`src/rtl/ultrasonic_pkg.sv`:
```
// ============================================================================
// Module : ultrasonic_pkg
// Desc   : Shared types and constants for the 40 kHz ultrasonic ranging path.
// Rev    : 1.0  initial release
// ============================================================================
`default_nettype none

package ultrasonic_pkg;

    typedef enum logic [1:0] {
        ST_IDLE   = 2'd0,
        ST_BLANK  = 2'd1,
        ST_LISTEN = 2'd2,
        ST_HOLD   = 2'd3
    } state_t;

    localparam int unsigned c_CLK_HZ_DEFAULT   = 50_000_000;
    localparam int unsigned c_TICK_DIV_DEFAULT = c_CLK_HZ_DEFAULT / 1_000_000;

    // Carrier timing shared with the transmit burst generator
    localparam int unsigned c_CARRIER_HZ          = 40_000;
    localparam int unsigned c_CARRIER_HALF_PERIOD = c_CLK_HZ_DEFAULT / (2 * c_CARRIER_HZ);

    // Speed of sound in m/s (equivalently mm/ms) at roughly 20 C
    localparam int unsigned c_SOUND_M_PER_S = 343;

    // Round-trip time-of-flight in us to one-way distance in mm
    function automatic int unsigned tof_us_to_mm(input int unsigned tof_us);
        return (tof_us * c_SOUND_M_PER_S) / 2000;
    endfunction

endpackage

`default_nettype wire

```
`src/rtl/ultrasonic_echo_conditioner.sv`:
```
// ============================================================================
// Module : ultrasonic_echo_conditioner
// Desc   : Synchronises the comparator echo, optionally glitch-filters it
//          (ULTRASONIC_ECHO_FILTER_EN) and produces a one-cycle rising-edge pulse.
// Rev    : 1.0  initial release
// ============================================================================
`default_nettype none

module ultrasonic_echo_conditioner
    import ultrasonic_pkg::*;
#(
    parameter int unsigned FILTER_LEN = 8
)(
    input  logic clk,
    input  logic rst,
    input  logic echo_in,
    output logic echo_rise
);

    logic r_sync1;
    logic r_echo_s;
    logic r_echo_prev;
    logic w_echo_cond;

    always_ff @(posedge clk) begin
        if (rst) begin
            r_sync1  <= 1'b0;
            r_echo_s <= 1'b0;
        end else begin
            r_sync1  <= echo_in;
            r_echo_s <= r_sync1;
        end
    end

`ifdef ULTRASONIC_ECHO_FILTER_EN
    localparam int unsigned c_FILT_W = (FILTER_LEN > 1) ? $clog2(FILTER_LEN) : 1;

    logic [c_FILT_W-1:0] r_filt_cnt;
    logic                r_filt;

    // Output flips only after FILTER_LEN consecutive samples disagree with it
    always_ff @(posedge clk) begin
        if (rst) begin
            r_filt_cnt <= '0;
            r_filt     <= 1'b0;
        end else if (r_echo_s == r_filt) begin
            r_filt_cnt <= '0;
        end else if (r_filt_cnt == c_FILT_W'(FILTER_LEN - 1)) begin
            r_filt_cnt <= '0;
            r_filt     <= r_echo_s;
        end else begin
            r_filt_cnt <= r_filt_cnt + 1'b1;
        end
    end

    assign w_echo_cond = r_filt;
`else
    logic w_unused_filter_len;
    assign w_unused_filter_len = (FILTER_LEN != 0);
    assign w_echo_cond         = r_echo_s;
`endif

    always_ff @(posedge clk) begin
        if (rst) begin
            r_echo_prev <= 1'b0;
        end else begin
            r_echo_prev <= w_echo_cond;
        end
    end

    assign echo_rise = w_echo_cond & ~r_echo_prev;

endmodule

`default_nettype wire

```
`src/rtl/ultrasonic_echo_receiver.sv`:
```
// ============================================================================
// Module : ultrasonic_echo_receiver
// Desc   : Measures echo time-of-flight in us with blanking and timeout and
//          hands the result over valid/ready. Option: ULTRASONIC_ECHO_FILTER_EN.
// Rev    : 1.0  initial release
// ============================================================================
`default_nettype none

module ultrasonic_echo_receiver
    import ultrasonic_pkg::*;
#(
    parameter int unsigned CLK_HZ     = c_CLK_HZ_DEFAULT,
    parameter int unsigned TICK_DIV   = CLK_HZ / 1_000_000,
    parameter int unsigned BLANK_US   = 1000,
    parameter int unsigned TIMEOUT_US = 38000,
    parameter int unsigned CNT_W      = 16,
    parameter int unsigned FILTER_LEN = 8
)(
    input  logic             clk,
    input  logic             rst,
    input  logic             start,
    input  logic             echo_in,
    output logic             busy,
    output logic [CNT_W-1:0] tof_us,
    output logic             timeout,
    output logic             tof_valid,
    input  logic             tof_ready
);

    localparam int unsigned      c_PRE_W    = (TICK_DIV > 1) ? $clog2(TICK_DIV) : 1;
    localparam logic [c_PRE_W-1:0] c_PRE_LAST = c_PRE_W'(TICK_DIV - 1);
    localparam logic [CNT_W-1:0] c_BLANK    = CNT_W'(BLANK_US);
    localparam logic [CNT_W-1:0] c_TIMEOUT  = CNT_W'(TIMEOUT_US);
    localparam logic [CNT_W-1:0] c_CNT_MAX  = '1;

    state_t             r_state;
    state_t             w_next_state;
    logic [c_PRE_W-1:0] r_prescaler;
    logic [CNT_W-1:0]   r_us_cnt;
    logic [CNT_W-1:0]   r_tof_us;
    logic               r_timeout;
    logic               r_tof_valid;

    logic w_echo_rise;
    logic w_counting;
    logic w_tick;
    logic w_load_echo;
    logic w_load_timeout;
    logic w_accept;

    ultrasonic_echo_conditioner #(
        .FILTER_LEN (FILTER_LEN)
    ) u_conditioner (
        .clk       (clk),
        .rst       (rst),
        .echo_in   (echo_in),
        .echo_rise (w_echo_rise)
    );

    assign w_counting = (r_state == ST_BLANK) || (r_state == ST_LISTEN);
    assign w_tick     = (r_prescaler == c_PRE_LAST);

    always_ff @(posedge clk) begin
        if (rst) begin
            r_state <= ST_IDLE;
        end else begin
            r_state <= w_next_state;
        end
    end

    always_comb begin
        w_next_state   = r_state;
        w_load_echo    = 1'b0;
        w_load_timeout = 1'b0;
        w_accept       = 1'b0;
        case (r_state)
            ST_IDLE: begin
                if (start) begin
                    w_next_state = ST_BLANK;
                end
            end
            ST_BLANK: begin
                if (r_us_cnt == c_BLANK) begin
                    w_next_state = ST_LISTEN;
                end
            end
            ST_LISTEN: begin
                // An echo on the timeout cycle still counts as a valid echo
                if (w_echo_rise) begin
                    w_load_echo  = 1'b1;
                    w_next_state = ST_HOLD;
                end else if (r_us_cnt == c_TIMEOUT) begin
                    w_load_timeout = 1'b1;
                    w_next_state   = ST_HOLD;
                end
            end
            ST_HOLD: begin
                if (r_tof_valid && tof_ready) begin
                    w_accept     = 1'b1;
                    w_next_state = ST_IDLE;
                end
            end
            default: w_next_state = ST_IDLE;
        endcase
    end

    // Timebase runs only while measuring; it idles at zero otherwise
    always_ff @(posedge clk) begin
        if (rst) begin
            r_prescaler <= '0;
            r_us_cnt    <= '0;
        end else if (w_counting) begin
            if (w_tick) begin
                r_prescaler <= '0;
                if (r_us_cnt != c_CNT_MAX) begin
                    r_us_cnt <= r_us_cnt + 1'b1;
                end
            end else begin
                r_prescaler <= r_prescaler + 1'b1;
            end
        end else begin
            r_prescaler <= '0;
            r_us_cnt    <= '0;
        end
    end

    always_ff @(posedge clk) begin
        if (rst) begin
            r_tof_us    <= '0;
            r_timeout   <= 1'b0;
            r_tof_valid <= 1'b0;
        end else if (w_load_echo) begin
            r_tof_us    <= r_us_cnt;
            r_timeout   <= 1'b0;
            r_tof_valid <= 1'b1;
        end else if (w_load_timeout) begin
            r_tof_us    <= c_TIMEOUT;
            r_timeout   <= 1'b1;
            r_tof_valid <= 1'b1;
        end else if (w_accept) begin
            r_tof_valid <= 1'b0;
        end
    end

    assign busy      = w_counting;
    assign tof_us    = r_tof_us;
    assign timeout   = r_timeout;
    assign tof_valid = r_tof_valid;

endmodule

`default_nettype wire

```
`config.mk`:
```
export PLATFORM = sky130hd
export DESIGN_NAME = ultrasonic_echo_receiver
export DESIGN_NICKNAME = d
export VERILOG_FILES = /design/src/rtl/ultrasonic_pkg.sv /design/src/rtl/ultrasonic_echo_conditioner.sv /design/src/rtl/ultrasonic_echo_receiver.sv
export SDC_FILE = /design/constraint.sdc
export NUM_CORES = 1
export LEC_CHECK = 0
export ABC_AREA = 0
export BUFFER_PORTS_ARGS = -buffer_cell sky130_fd_sc_hd__buf_4
export CAP_MARGIN = 40
export CORE_AREA = 10 10 95 97
export DETAILED_ROUTE_END_ITERATION = 6
export DIE_AREA = 0 0 105 107
export HOLD_SLACK_MARGIN = 0.1
export PLACE_DENSITY = 0.58
export SKIP_LAST_GASP = 1
export SLEW_MARGIN = 30
export SYNTH_ARGS = -nofsm -noshare
export SYNTH_HDL_FRONTEND = slang
export SYNTH_SLANG_ARGS = --single-unit
```
`constraint.sdc`:
```
create_clock -name clk -period 2 [get_ports clk]
set_clock_uncertainty 0.05 [all_clocks]
set_input_delay 0.2 -clock clk [delete_from_list [all_inputs] [get_ports clk]]
set_output_delay 0.2 -clock clk [all_outputs]
set_load 0.01 [all_outputs]
```
==> impl_metrics.yaml <==
run_status:
  outcome: "complete, but fails checks"
  failed_checks: "setup timing"
yosys:
  synth_top_area_share_pct: 43.56
  ys_seq_area_share_pct: 43.56
  yosysTopAreaCell: "dfxtp_1"
  synth-xor-area-share_pct: 6.776
  avgSynthCellArea_um2: 8.801
  synth_mux_area_share_pct: 0.9679
  synth-seq-cells: 45
  synth_cell_type_count: 41
  syn_nets: 248
  synth_top_family_by_area: "simple AND/OR/NAND/NOR gates"
  syn_area_um2: 2068
  syn_inst: 235
  yosysWarnings: 0
  synthAdderAreaFrac_pct: 4.840
  synth.area.top_cells: "dfxtp_1 (44%), nand2_1 (6.0%), ha_1 (4.8%), nand3_1 (4.4%), nor2_1 (4.2%)"
  synthSimpleGateAreaFrac_pct: 29.10
  synth-compound-area-share_pct: 10.89
power:
  p_int_w: 0.001359
  power_frac_comb_pct: 21.0
  peakVddDrop_v: 0.0002809
  p_leak_nw: 0.9673
  switching_share_pct: 29.62
  p_seq_share_pct: 49.4
  p_clk_share_pct: 29.6
  power.density_nw_per_um2: 727.7
  p_switching_w: 0.0005720
grt:
  grt_util_all_layers_pct: 8.545
  grt_pass1_wl_um: 8017
  grt_max_degree: 26
  antenna_found_initial: 0
  overflow: 0
  grt_pass1_vias: 1701
final_layout:
  fin_nets: 295
  post-route-util_pct: 37.18
  drive_gt1_share_pct: 27.56
  final_cell_area_um2: 2654
  area_growth_pct: 28.31
  diodes: 0
  stdcell_count: 382
route:
  dr.pass1.iters: 4
  vias: 1757
  drcViolationCount: 0
  viasPerCell: 4.599
  wl_per_cell_um: 12.51
  routed_wirelength_um: 4780
  drt_iter0_markers: 78
  ant_nets: 0
timing:
  slew_violations: 0
  finalCritPeriodShare_pct: 101.2
  slew_headroom_pct: 68.58
  fin_crit_ns: 2.023
  layout_setup_ws_ns: -0.02339
  max_clock_freq_ghz: 0.4942
  worst_slew_pin_slew_ns: 0.4702
  setup_viol: 1
  rsz0062_at_grt: "yes"
  hold_violations: 0
worst_setup_path:
  crit_path_max_fanout: 2
  critPathKind: "register to register"
  start_kind: "register"
  cp.required_ns: 2.17
  worst_setup_path_end_kind: "register"
  r2r-start: "r_us_cnt[15]"
  crit_arrival_ns: 2.19
  critical_path.startpoint: "r_us_cnt[15]"
clocking:
  insertion_delay_ns: 0.30
  clockBufferDepth: 2
  cts.sinks: 45
  htreeDepth: 2
  tritoncts: "built"
  clkTransAtPathRegs_ns: 0.09
  cts_root_buffer: "clkbuf_8"
  tritoncts.num_buffers: 5
job:
  drv_cap: 0
place:
  dpl_cell_area_um2: 2520
  post-dp-hpwl_um: 3689
  placed_cells: 371
  numPortBuffers: 23
  finalWeightedCongestion: 0.7923
floorplanning:
  core_um2: 7137
  pin_count: 24
  die_height_um: 107
  start_util_pct: 28.98
  dieArea_um2: 11240
  die_width_um: 105
  rows: 31
hold_path:
  holdCritPathClass: "primary input to register"
  min-delay-start: "rst"
==> final cells by class <==
type | instances | area, um2
Clock buffer | 5 | 68.82
Clock inverter | 3 | 21.27
Inverter | 8 | 30.03
Tap cell | 99 | 123.9
Fill cell | 765 | 4483
Sequential cell | 45 | 905.9
Multi-Input combinational cell | 171 | 1106
Timing Repair Buffer | 51 | 397.9
==> layout by cell type, fill, tap and decap left out, types with 2 or more instances in the layout <==
cell type  instances
xor2_1             7
clkbuf_8           5
mux2i_1            2
nand2b_1           4
nand4_1            5
inv_1              8
dfxtp_2            4
nor2b_1            4
ha_1               8
and3_1             5
and4_1             2
nand2_1           33
a21oi_1           13
a211oi_1           3
nand4b_1           2
nor4b_1            2
nand3_1           18
buf_4             49
xnor2_1            9
dfxtp_1           41
a31oi_1            7
nor2_1            23
or4_4              3
==> sequential cells by signal, summed over array words and instances (netlist names) <==
signal and cells:
r_us_cnt 16, tof_us 16, r_prescaler 6, r_state 2
timeout 1, tof_valid 1, u_conditioner.r_echo_prev 1, u_conditioner.r_echo_s 1
u_conditioner.r_sync1 1
==> synth_stat cells (all sizes together) <==
| cell type | count |
|---|---|
| nand2b | 4 |
| nand4 | 5 |
| nor3 | 1 |
| nand3 | 19 |
| nor4b | 2 |
| o211ai | 1 |
| or4 | 4 |
| xor2 | 7 |
| nor4 | 2 |
| a21oi | 14 |
| a31oi | 7 |
| or4b | 1 |
| ha | 8 |
| and3 | 5 |
| nor2 | 23 |
| a22oi | 1 |
| a211oi | 4 |
| mux2i | 2 |
| or2 | 2 |
| or3b | 1 |
| o21ai | 1 |
| xnor2 | 9 |
| o221ai | 1 |
| and4 | 2 |
| buf | 2 |
| inv | 8 |
| nor2b | 4 |
| clkbuf | 9 |
| a31o | 1 |
| a221oi | 1 |
| nand2 | 33 |
| nand4b | 2 |
| a2111oi | 1 |
| and2 | 2 |
| dfxtp | 45 |
| or4bb | 1 |
==> per-stage QoR <==
step                setup TNS [ns]  total power [W]  setup WS [ns]  hold WS [ns]
floorplan                  -0.1593         0.001245       -0.08016        0.2216
global placement          -0.03496         0.001380       -0.03496        0.3588
detailed placement        -0.07379         0.001384       -0.07379        0.4012
finish                    -0.02339         0.001931       -0.02339        0.2031
CTS                       -0.04412         0.001965       -0.04412        0.1901
global route               -0.1729         0.002049       -0.09810        0.2185
==> logic make-up (layout without fill, tap and decap cells) <==
logic type / count (synthesis) / after routing
simple gates: 113 / 113
flops: 45 / 45
compound gates: 32 / 32
buf+inv: 19 / 67
xor+xnor: 16 / 16
fa+ha+maj: 8 / 8
mux: 2 / 2
==> power by group through the flow <==
stage | Combinational (W) | Clock (W) | Sequential [W]
after CTS | 0.000412 | 0.000600 | 0.000954
after detailed placement | 0.000409 | 0 | 0.000975
after floorplan | 0.000272 | 0 | 0.000972
final | 0.000406 | 0.000572 | 0.000953
after global routing | 0.000462 | 0.000627 | 0.000960
after global placement | 0.000407 | 0 | 0.000973
==> routing by layer <==
| metal | share of wire [%] | global-route usage, % | wire [um] |
|---|---|---|---|
| met5 | 0 | 0 | 0 |
| met1 | 47 | 9.884 | 2255 |
| met3 | 3.7 | 2.575 | 179 |
| met4 | 0.88 | 2.353 | 42 |
| met2 | 48 | 14.98 | 2302 |
==> worst paths after layout <==
path	to	slack, ns	depth (start not counted)
worst max register to register	r_state[0]	-0.02	5
worst min register to register	u_conditioner.r_echo_s	0.41	1
worst min-delay path	u_conditioner.r_echo_prev	0.20	2
worst max-delay path	r_state[0]	-0.02	5
==> critical path: stages, from the launching register on <==
cell      delay, ns
dfxtp_1        0.32
or4b_1         0.51
or4_4          0.54
a22oi_4        0.15
o221ai_2       0.14
a221oi_2       0.24
==> timing repair <==
item                                    CTS  global route
pin swaps                                 2             3
gates resized for setup                   0             8
hold endpoints to repair                  1             0
setup buffers                             0             2
hold buffers                              1             0
endpoints found under the setup margin    1            18
(Power assumes the default switching activity.)
